==> config.mk <==
export PLATFORM = sky130hd
export DESIGN_NAME = cc_coef_loader_flat
export DESIGN_NICKNAME = d
export VERILOG_FILES = /design/src/rtl/color_corrector_csr_pkg.sv /design/src/rtl/cc_coef_loader_pkg.sv /design/src/rtl/axi4_lite_if.sv /design/src/rtl/axi4_lite_single_txn.sv /design/src/rtl/cc_coef_loader.sv /design/src/flat_wrapper.sv
export SDC_FILE = /design/constraint.sdc
export NUM_CORES = 1
export LEC_CHECK = 0
export BUFFER_PORTS_ARGS = -buffer_cell sky130_fd_sc_hd__buf_2
export CELL_PAD_IN_SITES_DETAIL_PLACEMENT = 0
export CELL_PAD_IN_SITES_GLOBAL_PLACEMENT = 1
export CORE_ASPECT_RATIO = 1.4
export CORE_MARGIN = 2
export CORE_UTILIZATION = 32
export CTS_CLUSTER_DIAMETER = 40
export CTS_CLUSTER_SIZE = 28
export DETAILED_ROUTE_END_ITERATION = 8
export PLACE_DENSITY_LB_ADDON = 0.15
export SLEW_MARGIN = 10
export SYNTH_ARGS = -nofsm -noshare
export SYNTH_HDL_FRONTEND = slang
export SYNTH_SLANG_ARGS = --single-unit
==> constraint.sdc <==
create_clock -name clk_i -period 2.7 [get_ports clk_i]
set_input_delay 0.135 -clock clk_i [delete_from_list [all_inputs] [get_ports clk_i]]
set_output_delay 0.135 -clock clk_i [all_outputs]
set_load 0.05 [all_outputs]
==> src/rtl/color_corrector_csr_pkg.sv <==
// Register word indices of the color corrector CSR block, shared by
// the CSR slave and every initiator that programs it.
package color_corrector_csr_pkg;
  localparam int unsigned COEF_LOCK_CR = 0;
  localparam int unsigned COEF_SEL_CR  = 1;
  localparam int unsigned COEF_CR      = 2;
  localparam int unsigned CUR_COEF_SR  = 3;
endpackage

==> src/rtl/cc_coef_loader_pkg.sv <==
// Sequencer state and step encoding for the coefficient loader.
package cc_coef_loader_pkg;
  import color_corrector_csr_pkg::*;

  typedef enum logic [2:0] {
    ST_IDLE, ST_WR, ST_WR_RESP, ST_RD_ADDR, ST_RD_DATA, ST_DONE
  } state_e;

  // One entry per transaction kind in the load/verify sequence.
  typedef enum logic [2:0] {
    STEP_LOCK, STEP_SEL, STEP_COEF, STEP_UNLOCK, STEP_VSEL, STEP_VRD
  } step_e;

  function automatic logic [31:0] step_word(step_e s);
    logic [31:0] w;
    unique case (s)
      STEP_LOCK, STEP_UNLOCK: w = 32'(COEF_LOCK_CR);
      STEP_SEL, STEP_VSEL:    w = 32'(COEF_SEL_CR);
      STEP_COEF:              w = 32'(COEF_CR);
      default:                w = 32'(CUR_COEF_SR);
    endcase
    return w;
  endfunction

  function automatic logic step_is_rd(step_e s);
    return s == STEP_VRD;
  endfunction
endpackage

==> src/rtl/axi4_lite_if.sv <==
// AXI4-Lite bus bundle, 32-bit address and data.
interface axi4_lite_if;
  logic        awvalid, awready;
  logic [31:0] awaddr;
  logic [2:0]  awprot;
  logic        wvalid, wready;
  logic [31:0] wdata;
  logic [3:0]  wstrb;
  logic        bvalid, bready;
  logic [1:0]  bresp;
  logic        arvalid, arready;
  logic [31:0] araddr;
  logic [2:0]  arprot;
  logic        rvalid, rready;
  logic [31:0] rdata;
  logic [1:0]  rresp;

  modport master (
    output awvalid, awaddr, awprot, wvalid, wdata, wstrb, bready,
           arvalid, araddr, arprot, rready,
    input  awready, wready, bvalid, bresp, arready, rvalid, rdata, rresp
  );
  modport slave (
    input  awvalid, awaddr, awprot, wvalid, wdata, wstrb, bready,
           arvalid, araddr, arprot, rready,
    output awready, wready, bvalid, bresp, arready, rvalid, rdata, rresp
  );
endinterface

==> src/rtl/axi4_lite_single_txn.sv <==
// Single-outstanding AXI4-Lite initiator: one write or read per i_req,
// o_done pulses in the cycle of the B or R handshake.
module axi4_lite_single_txn (
  input  logic        clk_i,
  input  logic        rst_i,
  input  logic        i_req,
  input  logic        i_rd,
  input  logic [31:0] i_addr,
  input  logic [31:0] i_wdata,
  output logic        o_issued,
  output logic        o_done,
  output logic [1:0]  o_resp,
  output logic [31:0] o_rdata,
  axi4_lite_if.master m
);
  logic        r_awvalid, r_wvalid, r_arvalid, r_wr_pend, r_rd_pend;
  logic [31:0] r_awaddr, r_wdata, r_araddr;
  logic        w_aw_left, w_w_left, w_ar_left;
  logic        w_wr_issued, w_rd_issued, w_b_hs, w_r_hs;

  // A response is accepted as soon as all request channels are handshaken
  // by the end of this cycle, so B/R may coincide with the last AW/W/AR.
  assign w_aw_left   = r_awvalid & ~m.awready;
  assign w_w_left    = r_wvalid  & ~m.wready;
  assign w_ar_left   = r_arvalid & ~m.arready;
  assign w_wr_issued = r_wr_pend & ~w_aw_left & ~w_w_left;
  assign w_rd_issued = r_rd_pend & ~w_ar_left;
  assign w_b_hs      = w_wr_issued & m.bvalid;
  assign w_r_hs      = w_rd_issued & m.rvalid;

  assign o_issued = w_wr_issued | w_rd_issued;
  assign o_done   = w_b_hs | w_r_hs;
  assign o_resp   = w_r_hs ? m.rresp : m.bresp;
  assign o_rdata  = m.rdata;

  always_ff @(posedge clk_i) begin
    if (rst_i) begin
      r_awvalid <= 1'b0;
      r_wvalid  <= 1'b0;
      r_arvalid <= 1'b0;
      r_wr_pend <= 1'b0;
      r_rd_pend <= 1'b0;
      r_awaddr  <= '0;
      r_wdata   <= '0;
      r_araddr  <= '0;
    end else begin
      if (m.awready) r_awvalid <= 1'b0;
      if (m.wready)  r_wvalid  <= 1'b0;
      if (m.arready) r_arvalid <= 1'b0;
      if (w_b_hs)    r_wr_pend <= 1'b0;
      if (w_r_hs)    r_rd_pend <= 1'b0;
      if (i_req) begin
        if (i_rd) begin
          r_arvalid <= 1'b1;
          r_araddr  <= i_addr;
          r_rd_pend <= 1'b1;
        end else begin
          r_awvalid <= 1'b1;
          r_wvalid  <= 1'b1;
          r_awaddr  <= i_addr;
          r_wdata   <= i_wdata;
          r_wr_pend <= 1'b1;
        end
      end
    end
  end

  assign m.awvalid = r_awvalid;
  assign m.awaddr  = r_awaddr;
  assign m.awprot  = 3'b000;
  assign m.wvalid  = r_wvalid;
  assign m.wdata   = r_wdata;
  assign m.wstrb   = 4'hF;
  assign m.bready  = 1'b1;
  assign m.arvalid = r_arvalid;
  assign m.araddr  = r_araddr;
  assign m.arprot  = 3'b000;
  assign m.rready  = 1'b1;
endmodule

==> src/rtl/cc_coef_loader.sv <==
// Programs a full coefficient set into the color corrector CSR block:
// lock, (select, write) per coefficient, unlock, optional read-back verify.
module cc_coef_loader
  import cc_coef_loader_pkg::*;
#(
  parameter logic [31:0] BASE_ADDR = 32'h0000_0000,
  parameter int unsigned COEF_CNT  = 12,
  parameter bit          VERIFY_EN = 1'b1
) (
  input  logic                     clk_i,
  input  logic                     rst_i,
  input  logic                     start_i,
  input  logic [COEF_CNT-1:0][31:0] coef_i,
  output logic                     busy_o,
  output logic                     done_o,
  output logic                     err_o,
  axi4_lite_if.master              csr_o
);
  localparam logic [3:0] LAST_IDX = 4'(COEF_CNT - 1);

  state_e                     r_state, w_state_nxt;
  step_e                      r_step, w_step_nxt, w_adv_step;
  logic [3:0]                 r_idx, w_idx_nxt, w_adv_idx;
  logic [COEF_CNT-1:0][31:0]  r_coef;
  logic                       r_err;
  logic                       w_adv_last, w_req, w_req_rd;
  logic [31:0]                w_req_addr, w_req_wdata, w_rdata;
  logic                       w_issued, w_done;
  logic [1:0]                 w_resp;

  // Successor of the transaction currently in flight.
  always_comb begin
    w_adv_step = r_step;
    w_adv_idx  = r_idx;
    w_adv_last = 1'b0;
    unique case (r_step)
      STEP_LOCK: begin w_adv_step = STEP_SEL; w_adv_idx = '0; end
      STEP_SEL:  w_adv_step = STEP_COEF;
      STEP_COEF: begin
        if (r_idx == LAST_IDX) begin w_adv_step = STEP_UNLOCK; w_adv_idx = '0; end
        else begin w_adv_step = STEP_SEL; w_adv_idx = r_idx + 4'd1; end
      end
      STEP_UNLOCK: begin
        if (VERIFY_EN) begin w_adv_step = STEP_VSEL; w_adv_idx = '0; end
        else w_adv_last = 1'b1;
      end
      STEP_VSEL: w_adv_step = STEP_VRD;
      default: begin
        if (r_idx == LAST_IDX) w_adv_last = 1'b1;
        else begin w_adv_step = STEP_VSEL; w_adv_idx = r_idx + 4'd1; end
      end
    endcase
  end

  always_comb begin
    w_state_nxt = r_state;
    w_step_nxt  = r_step;
    w_idx_nxt   = r_idx;
    w_req       = 1'b0;
    unique case (r_state)
      ST_IDLE: begin
        if (start_i) begin
          w_req       = 1'b1;
          w_step_nxt  = STEP_LOCK;
          w_idx_nxt   = '0;
          w_state_nxt = ST_WR;
        end
      end
      ST_WR:      if (w_issued) w_state_nxt = ST_WR_RESP;
      ST_RD_ADDR: if (w_issued) w_state_nxt = ST_RD_DATA;
      ST_DONE:    w_state_nxt = ST_IDLE;
      default: ;
    endcase
    // Completion launches the next transaction in the same cycle.
    if (w_done && r_state != ST_IDLE && r_state != ST_DONE) begin
      if (w_adv_last) begin
        w_state_nxt = ST_DONE;
      end else begin
        w_req       = 1'b1;
        w_step_nxt  = w_adv_step;
        w_idx_nxt   = w_adv_idx;
        w_state_nxt = step_is_rd(w_adv_step) ? ST_RD_ADDR : ST_WR;
      end
    end
  end

  always_comb begin
    w_req_rd    = step_is_rd(w_step_nxt);
    w_req_addr  = BASE_ADDR + (step_word(w_step_nxt) << 2);
    w_req_wdata = '0;
    unique case (w_step_nxt)
      STEP_LOCK:           w_req_wdata = 32'd1;
      STEP_SEL, STEP_VSEL: w_req_wdata = {28'd0, w_idx_nxt};
      STEP_COEF:           w_req_wdata = r_coef[w_idx_nxt];
      default:             w_req_wdata = '0;
    endcase
  end

  always_ff @(posedge clk_i) begin
    if (rst_i) begin
      r_state <= ST_IDLE;
      r_step  <= STEP_LOCK;
      r_idx   <= '0;
      r_coef  <= '0;
      r_err   <= 1'b0;
    end else begin
      r_state <= w_state_nxt;
      r_step  <= w_step_nxt;
      r_idx   <= w_idx_nxt;
      if (r_state == ST_IDLE && start_i) begin
        r_coef <= coef_i;
        r_err  <= 1'b0;
      end else if (w_done && (w_resp != 2'b00 ||
                   (r_step == STEP_VRD && w_rdata != r_coef[r_idx]))) begin
        r_err <= 1'b1;
      end
    end
  end

  axi4_lite_single_txn u_txn (
    .clk_i    (clk_i),
    .rst_i    (rst_i),
    .i_req    (w_req),
    .i_rd     (w_req_rd),
    .i_addr   (w_req_addr),
    .i_wdata  (w_req_wdata),
    .o_issued (w_issued),
    .o_done   (w_done),
    .o_resp   (w_resp),
    .o_rdata  (w_rdata),
    .m        (csr_o)
  );

  assign busy_o = (r_state != ST_IDLE);
  assign done_o = (r_state == ST_DONE);
  assign err_o  = r_err;
endmodule

==> src/flat_wrapper.sv <==
// flat-port wrapper written by rule: the top's interface ports become plain ports
module cc_coef_loader_flat import cc_coef_loader_pkg::*;
#(
  parameter logic [31:0] BASE_ADDR = 32'h0000_0000,
  parameter int unsigned COEF_CNT  = 12,
  parameter bit          VERIFY_EN = 1'b1
)
  (clk_i, rst_i, start_i, coef_i, busy_o, done_o, err_o, csr_o_awvalid, csr_o_awaddr, csr_o_awprot, csr_o_wvalid, csr_o_wdata, csr_o_wstrb, csr_o_bready, csr_o_arvalid, csr_o_araddr, csr_o_arprot, csr_o_rready, csr_o_awready, csr_o_wready, csr_o_bvalid, csr_o_bresp, csr_o_arready, csr_o_rvalid, csr_o_rdata, csr_o_rresp);
  axi4_lite_if csr_o_i ();
  input  logic clk_i;
  input  logic rst_i;
  input  logic start_i;
  input  logic [COEF_CNT-1:0][31:0] coef_i;
  output logic busy_o;
  output logic done_o;
  output logic err_o;
  output wire logic [$bits(csr_o_i.awvalid)-1:0] csr_o_awvalid;
  output wire logic [$bits(csr_o_i.awaddr)-1:0] csr_o_awaddr;
  output wire logic [$bits(csr_o_i.awprot)-1:0] csr_o_awprot;
  output wire logic [$bits(csr_o_i.wvalid)-1:0] csr_o_wvalid;
  output wire logic [$bits(csr_o_i.wdata)-1:0] csr_o_wdata;
  output wire logic [$bits(csr_o_i.wstrb)-1:0] csr_o_wstrb;
  output wire logic [$bits(csr_o_i.bready)-1:0] csr_o_bready;
  output wire logic [$bits(csr_o_i.arvalid)-1:0] csr_o_arvalid;
  output wire logic [$bits(csr_o_i.araddr)-1:0] csr_o_araddr;
  output wire logic [$bits(csr_o_i.arprot)-1:0] csr_o_arprot;
  output wire logic [$bits(csr_o_i.rready)-1:0] csr_o_rready;
  input wire logic [$bits(csr_o_i.awready)-1:0] csr_o_awready;
  input wire logic [$bits(csr_o_i.wready)-1:0] csr_o_wready;
  input wire logic [$bits(csr_o_i.bvalid)-1:0] csr_o_bvalid;
  input wire logic [$bits(csr_o_i.bresp)-1:0] csr_o_bresp;
  input wire logic [$bits(csr_o_i.arready)-1:0] csr_o_arready;
  input wire logic [$bits(csr_o_i.rvalid)-1:0] csr_o_rvalid;
  input wire logic [$bits(csr_o_i.rdata)-1:0] csr_o_rdata;
  input wire logic [$bits(csr_o_i.rresp)-1:0] csr_o_rresp;
  assign csr_o_awvalid = csr_o_i.awvalid;
  assign csr_o_awaddr = csr_o_i.awaddr;
  assign csr_o_awprot = csr_o_i.awprot;
  assign csr_o_wvalid = csr_o_i.wvalid;
  assign csr_o_wdata = csr_o_i.wdata;
  assign csr_o_wstrb = csr_o_i.wstrb;
  assign csr_o_bready = csr_o_i.bready;
  assign csr_o_arvalid = csr_o_i.arvalid;
  assign csr_o_araddr = csr_o_i.araddr;
  assign csr_o_arprot = csr_o_i.arprot;
  assign csr_o_rready = csr_o_i.rready;
  assign csr_o_i.awready = csr_o_awready;
  assign csr_o_i.wready = csr_o_wready;
  assign csr_o_i.bvalid = csr_o_bvalid;
  assign csr_o_i.bresp = csr_o_bresp;
  assign csr_o_i.arready = csr_o_arready;
  assign csr_o_i.rvalid = csr_o_rvalid;
  assign csr_o_i.rdata = csr_o_rdata;
  assign csr_o_i.rresp = csr_o_rresp;
  cc_coef_loader #(.BASE_ADDR(BASE_ADDR), .COEF_CNT(COEF_CNT), .VERIFY_EN(VERIFY_EN)) u_core (.clk_i(clk_i), .rst_i(rst_i), .start_i(start_i), .coef_i(coef_i), .busy_o(busy_o), .done_o(done_o), .err_o(err_o), .csr_o(csr_o_i));
endmodule
* Yosys cells after proc, flatten, opt, wreduce, memory -nomap -nowiden
Cells that the tools add are included.
Storage, ports and cells: flip-flop bits (word level) 492, logic and storage cells 134, bits in latches 0, input port bits 428, memories kept 0, output and inout port bits 114, memory bits (writable) 0, ROM bits 0
Operators by class: muxes and demuxes 49, add/sub/neg operators 1, bitwise operators 17, $lt $le $gt $ge 2, equal/unequal tests 20, shift operators 0, reduce and logical (&&, ||, !) cells 21, divide/modulo/power cells 0, multipliers 0
Operator list (number):
- $bmux W32 S4 | 2
- $pmux W32 S3 | 1
- $mux W32 | 2
- $ne A32 B32 Y1 | 1
- $mux W3 | 10
- $mux W4 | 6
- $mux W1 | 21
- $eq A3 B3 Y1 const B | 6
- $eq A3 B2 Y1 const B | 5
- $pmux W3 S5 | 1
- $pmux W3 S4 | 1
- $pmux W4 S3 | 1
- $lt A4 B5 Y1 const B | 2
- $reduce_or A2 Y1 | 5
- $eq A3 B1 Y1 const B | 3
- $logic_not A3 Y1 | 3
- $ne A3 B2 Y1 const B | 3
- $and A1 B1 Y1 | 8
- $not A1 Y1 | 7
- $mux W2 | 3
- $pmux W2 S3 | 1
- $logic_and A1 B1 Y1 | 5
- $reduce_bool A5 Y1 | 1
- $reduce_or A5 Y1 | 1
- 9 further kinds | 11

* Longest topological paths before layout
depth after elaboration 13, mapped depth 18, mapped depth without buffers 13

* By module
A second synthesis with hierarchy kept.
Unflattened totals: cells, all modules 3224, area total of the unflattened synthesis 24830.1 um^2
Modules (own cells, without submodules):
- cc_coef_loader | area each 20978.9 um^2, cells an instance 2736, instances 1, sequential area each 7907.6 um^2
- axi4_lite_single_txn | area each 3851.2 um^2, cells an instance 488, instances 1, sequential area each 2021.9 um^2

* Worst setup path before layout
Ideal clock, no wire load.
kind register -> register, start register u_core.r_idx[0], end register u_core.u_txn.r_wdata[12] (netlist: u_core.u_txn.m.wdata[12]), required time 2.637 ns, period minus slack after synthesis 2.894 ns, arrival 2.832 ns, setup slack -0.194 ns, setup time 0.063 ns, path buffers 8, stages on the path, launching flop included 18, cells stage by stage dfxtp_1 -> buf_2 -> buf_6 -> buf_6 -> buf_4 -> buf_4 -> inv_1 -> ha_1 -> o221ai_1 -> o21ai_1 -> mux2i_1 -> buf_2 -> buf_2 -> buf_1 -> nand2_1 -> nand3_1 -> nand3_1 -> nand3_1
Between the ends: cells in the longest elaborated chain, start to end 8, elaborated cells on any way between the ends 29, those cells by class add/sub (1); eq/ne (5); mux (19); bitwise (1); reduce/logical (3)
Ends and longest elaborated chain:
- start: declaration | line cc_coef_loader.sv:23 | logic [3:0] r_idx, w_idx_nxt, w_adv_idx;
- start signal: assignment | line cc_coef_loader.sv:109 | r_idx <= w_idx_nxt;
- $add A4 B1 Y4 or $eq A4 B4 Y1 (tied branches)
- $mux W4, or another cell as far along | line cc_coef_loader.sv:49 | if (r_idx == LAST_IDX) w_adv_last = 1'b1;
- $pmux W4 S3, or another cell as far along | line cc_coef_loader.sv:36 | unique case (r_step)
- $mux W4 or $mux W3 (tied branches) | line cc_coef_loader.sv:76 | if (w_adv_last) begin
- $mux W4 or $mux W3 (tied branches) | line cc_coef_loader.sv:75 | if (w_done && r_state != ST_IDLE && r_state != ST_DONE) begin
- $bmux W32 S4, or another cell as far along | line cc_coef_loader.sv:94 | STEP_COEF: w_req_wdata = r_coef[w_idx_nxt];
- $mux W32 (not written as such), or another cell as far along | line cc_coef_loader.sv:94
- $pmux W32 S3 or $reduce_and A2 Y1 (tied branches)
- end signal: assignment | line axi4_lite_single_txn.sv:61 | r_wdata <= i_wdata;
- end: declaration | line axi4_lite_single_txn.sv:17 | logic [31:0] r_awaddr, r_wdata, r_araddr;
Several ways; a longest one is shown, not always the timed one. The select of a mux whose other input is x is not followed. A chain may end at the register's enable or synchronous reset.

* Final worst setup path
start register u_core.r_idx[1], end register u_core.u_txn.r_wdata[14] (netlist: u_core.u_txn.m.wdata[14])
The elaborated chain is that of the path after synthesis.

==> flow_metrics.tcl <==
set metrics [dict create \
    synth_ff_type "dfxtp_1" \
    cts_root_buffer "clkbuf_16" \
    yosysMostFrequentCell "nand2_1" \
    synth.area.top_cells "dfxtp_1 (39%), nand2_1 (20%), a21oi_1 (9.1%)" \
    hp-start "csr_o_bvalid" \
    grt-ovfl-total 0 \
    cts_tree "built" \
    fp-row-count 115 \
    cp.buffers_inverters 3 \
    path_cells "ha_4 > and3_4 > inv_4 > ha_4 > o221ai_4 > o21ai_4 > mux2_8 > buf_12 > buf_12 > nand2_1 > nand3_2 > a32oi_4 > nand3_1" \
    critical-path-max-stage-delay_ns 0.42 \
    drv_slew 0 \
    period_minus_slack_ns 2.82 \
    worst_slew_pin_slew_ns 0.954 \
    dr.pass1.iters 5 \
    clk_pin_slew_worst_paths_ns 0.05 \
    slowest_stage "dfxtp_4" \
    yosysSeqAreaShare_pct 38.7 \
    insertion_delay_ns 0.63 \
    grt_use_total_pct 32.2 \
    timing.final.crit_share_pct 105 \
    routedWlPerCell_um 23.8 \
    hold_violations 0 \
    via_per_inst 5.23 \
    synthArstFlopShare_pct 0 \
    area_delta_synth_final_pct 58.4 \
    initialDrtViolationCount 2086 \
    cp.arrival_ns 3.31 \
    grt_max_degree 192 \
    drt_wl_total_mm 121 \
    cap_viol_max_count 0 \
    reg2reg_setup_slack_ns -0.12 \
    netlist.area_leader.share_pct 38.7 \
    cpLargestDelayFamily "compound AO/OA/AOI/OAI gates" \
    grt_pass1_vias 26400 \
    power_mw 25.5 \
    dp_hpwl_mm 88.0 \
    antenna_left 0 \
    rsz0062_at_grt "true" \
    peakVddDrop_mv 0.545 \
    end_kind "flop" \
    synth-edff-count 0 \
    fin_ws_ns -0.123 \
    setup_viol 22 \
    worstRegToRegCells 13 \
    die-width_um 228 \
    ioPinCount 542 \
    yosys_warnings 0 \
    antenna_found_initial 3 \
    r2r-start "u_core.r_idx[1]$_SDFF_PP0_" \
    crit_fanout 9 \
    cp.required_ns 3.19 \
    grt_pass1_wl_mm 173 \
    whs_path_depth 5 \
    syn_area_mm2 0.0226 \
    reg2reg_to "u_core.u_txn.m.wdata[14]$_SDFFE_PP0P_" \
    synthCells 3062 \
    worstSetupStartpointType "flop" \
    fmax_mhz 354 \
    gp_congestion 0.948 \
    avgSynthCellArea_um2 7.37 \
    num_vias 26400 \
    num-nets-final 4492 \
    cts_buffer_depth 3 \
    place_area_mm2 0.0273 \
    leakage_nw 14.5 \
    synth_seq_cells 436 \
    crit_type "flop to flop" \
    min_to "u_core.u_txn.r_wr_pend$_SDFF_PP0_" \
    cts_sinks 436 \
    violations "setup timing" \
    synth_commonest_cells "nand2_1 (1,199), dfxtp_1 (436), a21oi_1 (411)" \
    finClkSkew_ns 0.0363 \
    critical_path_depth 13 \
    htree_levels 3 \
    whs_ns 0.0832 \
    dieArea_mm2 0.0727 \
    ys_types 69 \
    route.detailed.drc 0 \
    finalNonFillerCells 5056 \
    die_h_um 318 \
    io_buffers 469 \
    slew_headroom_pct 36.4 \
    dp.cells 4493 \
    drive_above_1_share_pct 29.4 \
    power-per-cell-area_mw_per_mm2 713 \
    status "finished with violations" \
    core_area_mm2 0.0701 \
    start_util_pct 32.2 \
    cts_buffers 70 \
    final_area_mm2 0.0357 \
    holdCritPathClass "primary input to flop" \
    synth_largest_area_cell "dfxtp_1" \
]
-- final cells by class --
type,instances,area (µm²)
fill,6826,34300
sequential,436,8740
antenna,2,5.00
timing repair buffer,1181,9660
clock buffer,82,1900
inverter,17,66.3
multi-input combinational,2356,13700
clock inverter,46,515
tap,936,1170
-- kinds of logic after synthesis --
logic type                 after synthesis  synth area share, %
DFF                                    436                 38.7
and+or+nand+nor                       1551                 28.0
muxes                                  132                 9.71
xor gates and xnor gates                28                 1.09
AOI/OAI and AO/OA                      570                 14.7
other                                    2               0.0333
buffers and inverters                  340                 7.65
adders and majority gates                3                0.155
-- metrics by stage --
| step | utilization [%] | setup slack [ns] | setup TNS (ns) |
|---|---|---|---|
| finish | 51.0 | -0.123 | -1.12 |
| global route | 51.0 | -0.190 | -3.76 |
| CTS | 49.8 | -0.0912 | -0.369 |
| detailed placement | 39.0 | -0.677 | -11.90 |
| global placement | 39.0 | -0.771 | -11.26 |
| floorplan | - | 0.0111 | 0 |
-- repair_timing --
item,4_1_cts,5_1_grt
buffers inserted,17,22
cloned,10,3
setup endpoints to repair,33,80
hold buffers,388,0
endpoints found under the hold margin,393,0
gates resized for setup,172,141
pin swaps,60,31
-- registers in the layout (all words and copies together), names as in the netlist --
name and flops:
u_core.u_txn.m.arvalid 1, u_core.r_idx 4, u_core.u_txn.m.araddr 2, u_core.err_o 1
u_core.u_txn.r_wr_pend 1, u_core.u_txn.r_rd_pend 1, u_core.u_txn.m.wdata 32, u_core.u_txn.m.awaddr 2
u_core.u_txn.m.wvalid 1, u_core.r_step 3, u_core.r_state 3, u_core.u_txn.m.awvalid 1
u_core.r_coef 384
-- worst register-to-register path, cell delays in order (launching register included) --
cell and delay (ns):
dfxtp_4 0.42, ha_4 0.19, and3_4 0.20, inv_4 0.04, ha_4 0.22, o221ai_4 0.19
o21ai_4 0.11, mux2_8 0.39, buf_12 0.20, buf_12 0.15, nand2_1 0.08, nand3_2 0.13
a32oi_4 0.27, nand3_1 0.10
-- cells in the final DEF, fill, tap and decap left out, types with 8 or more instances in the layout --
master	instances
buf_12	43
conb_1	72
a221oi_1	16
buf_16	11
buf_2	468
nand3_1	203
mux4_2	69
xor2_1	9
nand2_1	1160
nor3_1	9
a21oi_1	409
a32oi_4	8
a221oi_2	8
inv_1	15
inv_6	15
mux2i_1	49
nand3_2	58
clkinv_2	9
nor2_1	26
o21ai_1	10
nand2_2	36
inv_8	8
buf_4	231
dlygate4sd3_1	388
a32oi_1	12
clkbuf_16	77
o21ai_0	9
dfxtp_1	433
xnor2_1	16
a31oi_1	9
buf_6	29
o21ai_2	10
and3_1	9
a32oi_2	11
-- power breakdown --
group	leakage (nW)	switching [mW]	total, mW	internal [mW]
sequential	3.57	1.15	8.74	7.59
combinational	9.74	4.65	7.42	2.77
clock	1.20	3.72	9.33	5.61
total	14.5	9.51	25.5	16.0
-- metal layers --
metal / track usage (%) / routed length, µm
met4: 18.4 / 7650
met3: 4.76 / 6240
met5: 0 / 14
met2: 56.4 / 59400
met1: 37.3 / 47200
-- worst max-delay path by stage --
stage	end	slack, ns	start
floorplan	u_core.u_txn.m.wdata[3]$_SDFFE_PP0P_	0.01	u_core.r_idx[0]$_SDFF_PP0_
global placement	u_core.err_o$_SDFFE_PP0P_	-0.77	u_core.r_idx[0]$_SDFF_PP0_
detailed placement	u_core.err_o$_SDFFE_PP0P_	-0.68	u_core.r_idx[0]$_SDFF_PP0_
CTS	u_core.err_o$_SDFFE_PP0P_	-0.09	u_core.r_idx[1]$_SDFF_PP0_
global route	u_core.u_txn.m.wdata[1]$_SDFFE_PP0P_	-0.19	u_core.r_idx[1]$_SDFF_PP0_
finish	u_core.u_txn.m.wdata[14]$_SDFFE_PP0P_	-0.12	u_core.r_idx[1]$_SDFF_PP0_
No activity file was read; power rests on OpenSTA's default activity.
